--- src/rtl/des_decrypt_core.sv ---
// des_decrypt_core: iterative DES decryption, one Feistel round per clock.
// Subkeys run K16..K1 by rotating C/D right; S-box modules live alongside.

module sbox_lut #(
    parameter logic [255:0] T = '0
) (
    input  logic [5:0] in,
    output logic [3:0] out
);
    logic [5:0] idx;
    assign idx = {in[5], in[0], in[4:1]};
    // entry 0 is the top nibble of T
    assign out = T[{~idx, 2'b00} +: 4];
endmodule

module S_Box_1 (input logic [5:0] in, output logic [3:0] out);
    sbox_lut #(.T(256'hE4D12FB83A6C5907_0F74E2D1A6CB9538_41E8D62BFC973A50_FC8249175B3EA06D))
        u_lut (.in(in), .out(out));
endmodule

module S_Box_2 (input logic [5:0] in, output logic [3:0] out);
    sbox_lut #(.T(256'hF18E6B34972DC05A_3D47F28EC01A69B5_0E7BA4D158C6932F_D8A13F42B67C05E9))
        u_lut (.in(in), .out(out));
endmodule

module S_Box_3 (input logic [5:0] in, output logic [3:0] out);
    sbox_lut #(.T(256'hA09E63F51DC7B428_D709346A285ECBF1_D6498F30B12C5AE7_1AD069874FE3B52C))
        u_lut (.in(in), .out(out));
endmodule

module S_Box_4 (input logic [5:0] in, output logic [3:0] out);
    sbox_lut #(.T(256'h7DE3069A1285BC4F_D8B56F03472C1AE9_A690CB7DF13E5284_3F06A1D8945BC72E))
        u_lut (.in(in), .out(out));
endmodule

module S_Box_5 (input logic [5:0] in, output logic [3:0] out);
    sbox_lut #(.T(256'h2C417AB6853FD0E9_EB2C47D150FA3986_421BAD78F9C5630E_B8C71E2D6F09A453))
        u_lut (.in(in), .out(out));
endmodule

module S_Box_6 (input logic [5:0] in, output logic [3:0] out);
    sbox_lut #(.T(256'hC1AF92680D34E75B_AF427C9561DE0B38_9EF528C3704A1DB6_432C95FABE17608D))
        u_lut (.in(in), .out(out));
endmodule

module S_Box_7 (input logic [5:0] in, output logic [3:0] out);
    sbox_lut #(.T(256'h4B2EF08D3C975A61_D0B7491AE35C2F86_14BDC37EAF680592_6BD814A7950FE23C))
        u_lut (.in(in), .out(out));
endmodule

module S_Box_8 (input logic [5:0] in, output logic [3:0] out);
    sbox_lut #(.T(256'hD2846FB1A93E50C7_1FD8A374C56B0E92_7B419CE206ADF358_21E74A8DFC90356B))
        u_lut (.in(in), .out(out));
endmodule

module des_decrypt_core (
    input  logic        clk,
    input  logic        rst_n,
    input  logic        in_valid,
    output logic        in_ready,
    input  logic [63:0] in_data,
    input  logic [63:0] in_key,
    output logic        out_valid,
    input  logic        out_ready,
    output logic [63:0] out_data,
    output logic        busy
);
    typedef enum logic [1:0] {IDLE, ROUND, DONE} state_t;

    localparam int IPT [64] = '{
        58, 50, 42, 34, 26, 18, 10, 2, 60, 52, 44, 36, 28, 20, 12, 4,
        62, 54, 46, 38, 30, 22, 14, 6, 64, 56, 48, 40, 32, 24, 16, 8,
        57, 49, 41, 33, 25, 17, 9, 1, 59, 51, 43, 35, 27, 19, 11, 3,
        61, 53, 45, 37, 29, 21, 13, 5, 63, 55, 47, 39, 31, 23, 15, 7};
    localparam int FPT [64] = '{
        40, 8, 48, 16, 56, 24, 64, 32, 39, 7, 47, 15, 55, 23, 63, 31,
        38, 6, 46, 14, 54, 22, 62, 30, 37, 5, 45, 13, 53, 21, 61, 29,
        36, 4, 44, 12, 52, 20, 60, 28, 35, 3, 43, 11, 51, 19, 59, 27,
        34, 2, 42, 10, 50, 18, 58, 26, 33, 1, 41, 9, 49, 17, 57, 25};
    localparam int ET [48] = '{
        32, 1, 2, 3, 4, 5, 4, 5, 6, 7, 8, 9, 8, 9, 10, 11, 12, 13,
        12, 13, 14, 15, 16, 17, 16, 17, 18, 19, 20, 21, 20, 21, 22, 23,
        24, 25, 24, 25, 26, 27, 28, 29, 28, 29, 30, 31, 32, 1};
    localparam int PT [32] = '{
        16, 7, 20, 21, 29, 12, 28, 17, 1, 15, 23, 26, 5, 18, 31, 10,
        2, 8, 24, 14, 32, 27, 3, 9, 19, 13, 30, 6, 22, 11, 4, 25};
    localparam int PC1T [56] = '{
        57, 49, 41, 33, 25, 17, 9, 1, 58, 50, 42, 34, 26, 18,
        10, 2, 59, 51, 43, 35, 27, 19, 11, 3, 60, 52, 44, 36,
        63, 55, 47, 39, 31, 23, 15, 7, 62, 54, 46, 38, 30, 22,
        14, 6, 61, 53, 45, 37, 29, 21, 13, 5, 28, 20, 12, 4};
    localparam int PC2T [48] = '{
        14, 17, 11, 24, 1, 5, 3, 28, 15, 6, 21, 10,
        23, 19, 12, 4, 26, 8, 16, 7, 27, 20, 13, 2,
        41, 52, 31, 37, 47, 55, 30, 40, 51, 45, 33, 48,
        44, 49, 39, 56, 34, 53, 46, 42, 50, 36, 29, 32};

    function automatic logic [63:0] ip_f(input logic [63:0] x);
        logic [63:0] y;
        for (int i = 0; i < 64; i++) y[63-i] = x[64-IPT[i]];
        return y;
    endfunction

    function automatic logic [63:0] fp_f(input logic [63:0] x);
        logic [63:0] y;
        for (int i = 0; i < 64; i++) y[63-i] = x[64-FPT[i]];
        return y;
    endfunction

    function automatic logic [47:0] e_f(input logic [31:0] x);
        logic [47:0] y;
        for (int i = 0; i < 48; i++) y[47-i] = x[32-ET[i]];
        return y;
    endfunction

    function automatic logic [31:0] p_f(input logic [31:0] x);
        logic [31:0] y;
        for (int i = 0; i < 32; i++) y[31-i] = x[32-PT[i]];
        return y;
    endfunction

    function automatic logic [55:0] pc1_f(input logic [63:0] x);
        logic [55:0] y;
        for (int i = 0; i < 56; i++) y[55-i] = x[64-PC1T[i]];
        return y;
    endfunction

    function automatic logic [47:0] pc2_f(input logic [55:0] x);
        logic [47:0] y;
        for (int i = 0; i < 48; i++) y[47-i] = x[56-PC2T[i]];
        return y;
    endfunction

    state_t      state, state_nxt;
    logic [31:0] l, r, f, r_nxt, sb_out;
    logic [27:0] c, d, c_rot, d_rot;
    logic [47:0] sb_in;
    logic [3:0]  round_cnt;
    logic        last, one;

    assign sb_in = e_f(r) ^ pc2_f({c, d});

    S_Box_1 u_s1 (.in(sb_in[47:42]), .out(sb_out[31:28]));
    S_Box_2 u_s2 (.in(sb_in[41:36]), .out(sb_out[27:24]));
    S_Box_3 u_s3 (.in(sb_in[35:30]), .out(sb_out[23:20]));
    S_Box_4 u_s4 (.in(sb_in[29:24]), .out(sb_out[19:16]));
    S_Box_5 u_s5 (.in(sb_in[23:18]), .out(sb_out[15:12]));
    S_Box_6 u_s6 (.in(sb_in[17:12]), .out(sb_out[11:8]));
    S_Box_7 u_s7 (.in(sb_in[11:6]),  .out(sb_out[7:4]));
    S_Box_8 u_s8 (.in(sb_in[5:0]),   .out(sb_out[3:0]));

    assign f     = p_f(sb_out);
    assign r_nxt = l ^ f;
    assign last  = round_cnt == 4'd15;
    // single-step rotation precedes rounds 2, 9 and 16
    assign one   = (round_cnt == 4'd0) || (round_cnt == 4'd7)
                || (round_cnt == 4'd14);
    assign c_rot = one ? {c[0], c[27:1]} : {c[1:0], c[27:2]};
    assign d_rot = one ? {d[0], d[27:1]} : {d[1:0], d[27:2]};

    assign in_ready = rst_n && (state == IDLE);
    assign busy     = state != IDLE;

    always_ff @(posedge clk or negedge rst_n) begin
        if (!rst_n) state <= IDLE;
        else        state <= state_nxt;
    end

    always_comb begin
        state_nxt = state;
        unique case (state)
            IDLE:    if (in_valid)  state_nxt = ROUND;
            ROUND:   if (last)      state_nxt = DONE;
            DONE:    if (out_ready) state_nxt = IDLE;
            default: state_nxt = IDLE;
        endcase
    end

    always_ff @(posedge clk or negedge rst_n) begin
        if (!rst_n) begin
            l         <= '0;
            r         <= '0;
            c         <= '0;
            d         <= '0;
            round_cnt <= '0;
            out_data  <= '0;
            out_valid <= 1'b0;
        end else begin
            unique case (state)
                IDLE: if (in_valid) begin
                    {l, r}    <= ip_f(in_data);
                    {c, d}    <= pc1_f(in_key);
                    round_cnt <= '0;
                end
                ROUND: begin
                    l         <= r;
                    r         <= r_nxt;
                    round_cnt <= round_cnt + 4'd1;
                    if (!last) begin
                        c <= c_rot;
                        d <= d_rot;
                    end else begin
                        out_data  <= fp_f({r_nxt, r});
                        out_valid <= 1'b1;
                    end
                end
                DONE: if (out_ready) out_valid <= 1'b0;
                default: ;
            endcase
        end
    end
endmodule

--- config.mk ---
export PLATFORM = sky130hd
export DESIGN_NAME = des_decrypt_core
export DESIGN_NICKNAME = d
export VERILOG_FILES = /design/src/rtl/des_decrypt_core.sv
export SDC_FILE = /design/constraint.sdc
export NUM_CORES = 1
export LEC_CHECK = 0
export CAP_MARGIN = 20
export CORE_MARGIN = 1.5
export CORE_UTILIZATION = 38
export CTS_BUF_LIST = sky130_fd_sc_hd__clkbuf_16
export DETAILED_ROUTE_END_ITERATION = 16
export PLACE_DENSITY_LB_ADDON = 0.12
export SYNTH_ARGS = -nofsm -noshare
export SYNTH_HDL_FRONTEND = slang
export SYNTH_HIERARCHICAL = 1
export SYNTH_SLANG_ARGS = --single-unit
--- constraint.sdc ---
create_clock -name clk -period 3.5 [get_ports clk]
set_input_delay 0.35 -clock clk [delete_from_list [all_inputs] [get_ports clk]]
set_output_delay 0.35 -clock clk [all_outputs]
set_load 0.05 [all_outputs]
Yosys cells after proc, flatten, opt, wreduce, memory -nomap -nowiden --
Cells that the tools add are included.
Operators by class: reductions and logical operators 13, bitwise gates (word level) 10, muxes and demuxes 21, equal/unequal tests 9, add/subtract/negate cells 1, shifts and indexed selects 8
Operators by type and width (count):
- $shiftx A256 B9 Y4 const A | 8
- $mux W28 | 6
- $pmux W32 S2 | 2
- $pmux W28 S2 | 2
- $mux W32 | 2
- $not A6 Y6 | 8
- $xor A48 B48 Y48 | 1
- $xor A32 B32 Y32 | 1
- $reduce_and A3 Y1 | 3
- $eq A4 B4 Y1 const B | 2
- $ne A2 B2 Y1 const B | 4
- $pmux W4 S2 | 1
- $mux W2 | 3
- $pmux W2 S3 | 1
- $reduce_bool A2 Y1 | 3
- $add A4 B1 Y4 const B | 1
- $eq A4 B3 Y1 const B | 1
- $logic_not A4 Y1 | 1
- $mux W4 | 1
- $reduce_and A2 Y1 | 2
- $eq A2 B1 Y1 const B | 1
- $eq A2 B2 Y1 const B | 1
- $logic_not A2 Y1 | 1
- $logic_or A1 B1 Y1 | 2
- 3 further kinds | 4
Word-level totals: flip-flop bits (word level) 191, logic and storage cells 70

Longest topological paths before layout --
depth in word-level cells 6, depth in mapped cells 13, depth with buffers taken out 11

Cells and area by module --
The synthesis kept the hierarchy.
Modules (own cells, without submodules):
- des_decrypt_core | times used 1, sequential area each 4779.6 um^2, area an instance 10770.3 um^2, cells each 1088
- sbox_lut (u_s6.u_lut) | times used 1, sequential area each 0.0 um^2, area an instance 715.7 um^2, cells each 97
- sbox_lut (u_s8.u_lut) | times used 1, sequential area each 0.0 um^2, area an instance 706.9 um^2, cells each 95
- sbox_lut (u_s1.u_lut) | times used 1, sequential area each 0.0 um^2, area an instance 688.2 um^2, cells each 92
- sbox_lut (u_s3.u_lut) | times used 1, sequential area each 0.0 um^2, area an instance 678.2 um^2, cells each 97
- sbox_lut (u_s5.u_lut) | times used 1, sequential area each 0.0 um^2, area an instance 674.4 um^2, cells each 95
- sbox_lut (u_s2.u_lut) | times used 1, sequential area each 0.0 um^2, area an instance 656.9 um^2, cells each 83
- sbox_lut (u_s7.u_lut) | times used 1, sequential area each 0.0 um^2, area an instance 650.6 um^2, cells each 88
- sbox_lut (u_s4.u_lut) | times used 1, sequential area each 0.0 um^2, area an instance 538.0 um^2, cells each 70

Worst setup path after synthesis --
OpenSTA, ideal clock, no wires.
kind register -> register, from register r[28], to register r[15], data arrival time 2.957 ns, data required time 3.367 ns, path slack 0.410 ns, period minus slack after synthesis 3.090 ns, cell stages (with the launch flop) 13, library setup time 0.133 ns, cells stage by stage dfrtp_1 -> xor2_1 -> clkbuf_1 -> inv_1 -> ha_1 -> inv_2 -> a21o_1 -> mux4_2 -> a221o_1 -> xnor2_1 -> nor2_1 -> a21oi_1 -> o21ai_0
Between the ends: word-level cells in the longest chain between the ends 5
Ends and longest elaborated chain:
- from (decl) | RTL line 135 | logic [31:0] l, r, f, r_nxt, sb_out;
- from (signal assigned) | RTL line 191 | {l, r} <= ip_f(in_data);
- from (signal assigned) | RTL line 197 | r <= r_nxt;
- $xor A48 B48 Y48 | RTL line 141 | assign sb_in = e_f(r) ^ pc2_f({c, d});
- net sb_in[43] | RTL line 137 | logic [47:0] sb_in;
- $not A6 Y6 | RTL line 13 | assign out = T[{~idx, 2'b00} +: 4];
- $shiftx A256 B9 Y4 | RTL line 13
- net f[15] | RTL line 135
- $xor A32 B32 Y32 | RTL line 153 | assign r_nxt = l ^ f;
- $pmux W32 S2 | RTL line 189 | unique case (state)
The timed path passes the listed nets, and every way through them passes these cells. A chain may end at the register's enable or synchronous reset.

Final worst setup path --
from register d[0], to register r[0]
Between the ends: word-level cells in the longest chain between the ends 5
Ends and longest elaborated chain:
- from (decl) | RTL line 136 | logic [27:0] c, d, c_rot, d_rot;
- from (signal assigned) | RTL line 192 | {c, d} <= pc1_f(in_key);
- from (signal assigned) | RTL line 201 | d <= d_rot;
- $xor A48 B48 Y48 | RTL line 141
- net sb_in[8] | RTL line 137
- $not A6 Y6 | RTL line 13
- $shiftx A256 B9 Y4 | RTL line 13
- net f[0] | RTL line 135
- $xor A32 B32 Y32 | RTL line 153
- $pmux W32 S2 | RTL line 189
The timed path passes the listed nets, and every way through them passes these cells.

==> flow_metrics.py <==
metrics = {
    "clock_network": {
        "htreeDepth": 4,
        "cts_root_buffer": "clkbuf_16",
        "cts_buffers": 17,
        "clkLatencyLatePin_ns": 0.47,
        "cts.sink_count": 191,
        "cts.clk_slew.worst_paths_ns": 0.08,
        "cts_setup_buffers": 0,
        "max-clock-path-buffers": 2,
        "cts_tree": "yes",
    },
    "worst_setup_path": {
        "cp_max_fo": 10,
        "cp-startpoint": "d[0]",
        "max_stage_delay_ns": 0.60,
        "start_kind": "flip-flop",
        "worstSetupPathType": "reg -> reg",
        "r2r_start": "d[0]",
        "arrival_ns": 3.65,
        "crit_top_cell": "xor2_1",
        "crit_required_ns": 3.88,
        "slowest_stage": "xor2_1",
        "worstPathCellList": "xor2_1, inv_2, ha_1, nand2_4, and3_4, a311o_1, a311oi_1, xor2_1, a22oi_1, o21ai_0",
        "end_kind": "flip-flop",
    },
    "grt": {
        "met3_usage_pct": 3.43,
        "grt_pass1_vias": 13700,
        "grtUsageTotal_pct": 23.2,
        "met1_usage_pct": 34.2,
        "grt_pass1_wl_um": 79600,
        "antenna_found_initial": 0,
        "met2_usage_pct": 36.1,
        "grt_start_max_net_pins": 94,
        "busiest_layer": "met2",
        "overflow": 0,
    },
    "die": {
        "io_pins": 199,
        "die_y_um": 209,
        "start_util_pct": 38.4,
        "fp.coreArea_um2": 41900,
        "dieWidth_um": 209,
        "row_count": 75,
        "die-area_um2": 43600,
    },
    "layout": {
        "area_growth_pct": 19.2,
        "nets": 2135,
        "layout-drive-gt1-share_pct": 14.6,
        "mostFrequentLayoutCell": "nor2_1",
        "final_cell_mix": "nor2_1, dfrtp_1, clkdlybuf4s50_1",
        "diodes": 0,
    },
    "placement": {
        "place.gp.congestion": 0.906,
        "io_buffers": 190,
        "hpwl_um": 36800,
        "place_ws_ns": 0.243,
    },
    "timing": {
        "max_freq_mhz": 306,
        "timing.final.ws_setup_ns": 0.230,
        "finClkSkew_ns": 0.0132,
        "slew_violations": 0,
        "hold_viol": 0,
        "finalSetupViolations": 0,
        "tightest_slew_ns": 0.853,
        "slew-limit-headroom_pct": 43.1,
        "fin_tns_setup_ns": 0,
        "fin_crit_ns": 3.27,
        "rsz0062_at_grt": "no",
        "min_period_over_period_pct": 93.4,
    },
    "synthesis": {
        "netlist_area_um2": 16100,
        "ys_ff_latch": 191,
        "synth_ff_type": "dfrtp_1",
        "yosys_warnings": 6,
        "yosysTopAreaCellShare_pct": 29.7,
        "yosysUniqueCellTypes": 99,
        "yosys-top-cells-area": "dfrtp_1, ha_1, mux2i_1",
        "avgSynthCellArea_um2": 8.91,
        "yosys.area.top_type": "dfrtp_1",
        "synth_edf_count": 0,
        "synth_fp_nets": 2003,
        "ys_seq_area_share_pct": 29.7,
        "ys_async_sr_fraction_pct": 100,
        "netlist_instances": 1805,
    },
    "job": {
        "cap_violations": 0,
    },
    "detailed_routing": {
        "drc": 0,
        "antenna_left": 0,
        "drtIter0Drc": 1101,
        "via_per_inst": 5.75,
        "dr.pass1.iters": 6,
        "wl_um": 50900,
        "wl_per_cell_um": 20.4,
        "vias": 14300,
    },
    "min_path": {
        "min_path_type": "in -> async",
    },
    "status": {
        "status": "completed",
    },
}
==> layout make-up <==
type,count,area [µm²]
Fill cell,4102,22700
Multi-Input combinational cell,1393,10200
Tap cell,539,674
Timing Repair Buffer,277,2680
Sequential cell,191,4780
Clock inverter,15,159
Clock buffer,17,425
Inverter,57,214
==> registers in the layout, summed over array words and instances, names as in the netlist <==
signal     cells
c             28
r             32
out_data      64
round_cnt      4
d             28
out_valid      1
state          2
l             32
==> worst max-delay path, delay by kind of cell (launching register included) <==
family          cells  cell delay [ns]
compound gates      4             0.91
xor+xnor            2             0.82
fa+ha+maj           1             0.55
flops               1             0.48
simple gates        2             0.27
buf+inv             1             0.15
==> timing repair <==
action | CTS | global route
resized for setup | 0 | 0
hold buffers | 1 | 0
endpoints found under the hold margin | 62 | 0
endpoints found under the setup margin | 0 | 0
==> routing by layer <==
metal	up-vias	wire [µm]
met3	36	2270
li1	6805	-
met5	-	0
met2	376	22900
met4	0	560
met1	7092	25100
==> per-stage QoR <==
stage	area, µm²	std cells	util (%)	hold WS [ns]
CTS	19200	2489	45.8	0.418
global placement	18600	2456	44.4	0.396
floorplan	16100	1805	-	0.0544
detailed placement	18600	2456	44.4	0.398
global route	19200	2489	45.8	0.442
finish	19200	2489	45.8	0.428
==> cell families after synthesis <==
family,Yosys count,share of synthesized area [%]
AOI/OAI and AO/OA,525,23.0
xor gates and xnor gates,99,5.39
buffers and inverters,221,7.29
DFF,191,29.7
and+or+nand+nor,505,14.2
muxes,198,15.3
adders and majority gates,66,5.14
==> Yosys cell counts (all sizes together), types with 13 or more instances <==
cell	number
nor3	20
o21ai	93
nand3	13
buf	91
nor2	203
a31oi	80
nand2b	31
inv	56
clkbuf	73
nor2b	20
a211o	59
o22ai	28
and2	18
xnor2	29
a211oi	15
ha	66
mux2	104
mux2i	80
mux4	14
xor2	70
dfrtp	191
o211ai	20
nand2	163
a21oi	75
a22oi	31
a221oi	20
==> final timing paths <==
check	slack (ns)	cells after the start	endpoint
worst max-delay path	0.23	10	r[0]
worst min-delay path	0.43	2	c[16]
worst max register to register	0.23	10	r[0]
worst min register to register	0.50	2	l[15]
max in group asynchronous	2.10	3	out_data[35]
min in group clk	0.44	3	c[4]
Power is not shown: default switching activity piles up to over one toggle a cycle in this logic, so the estimate is an artifact.
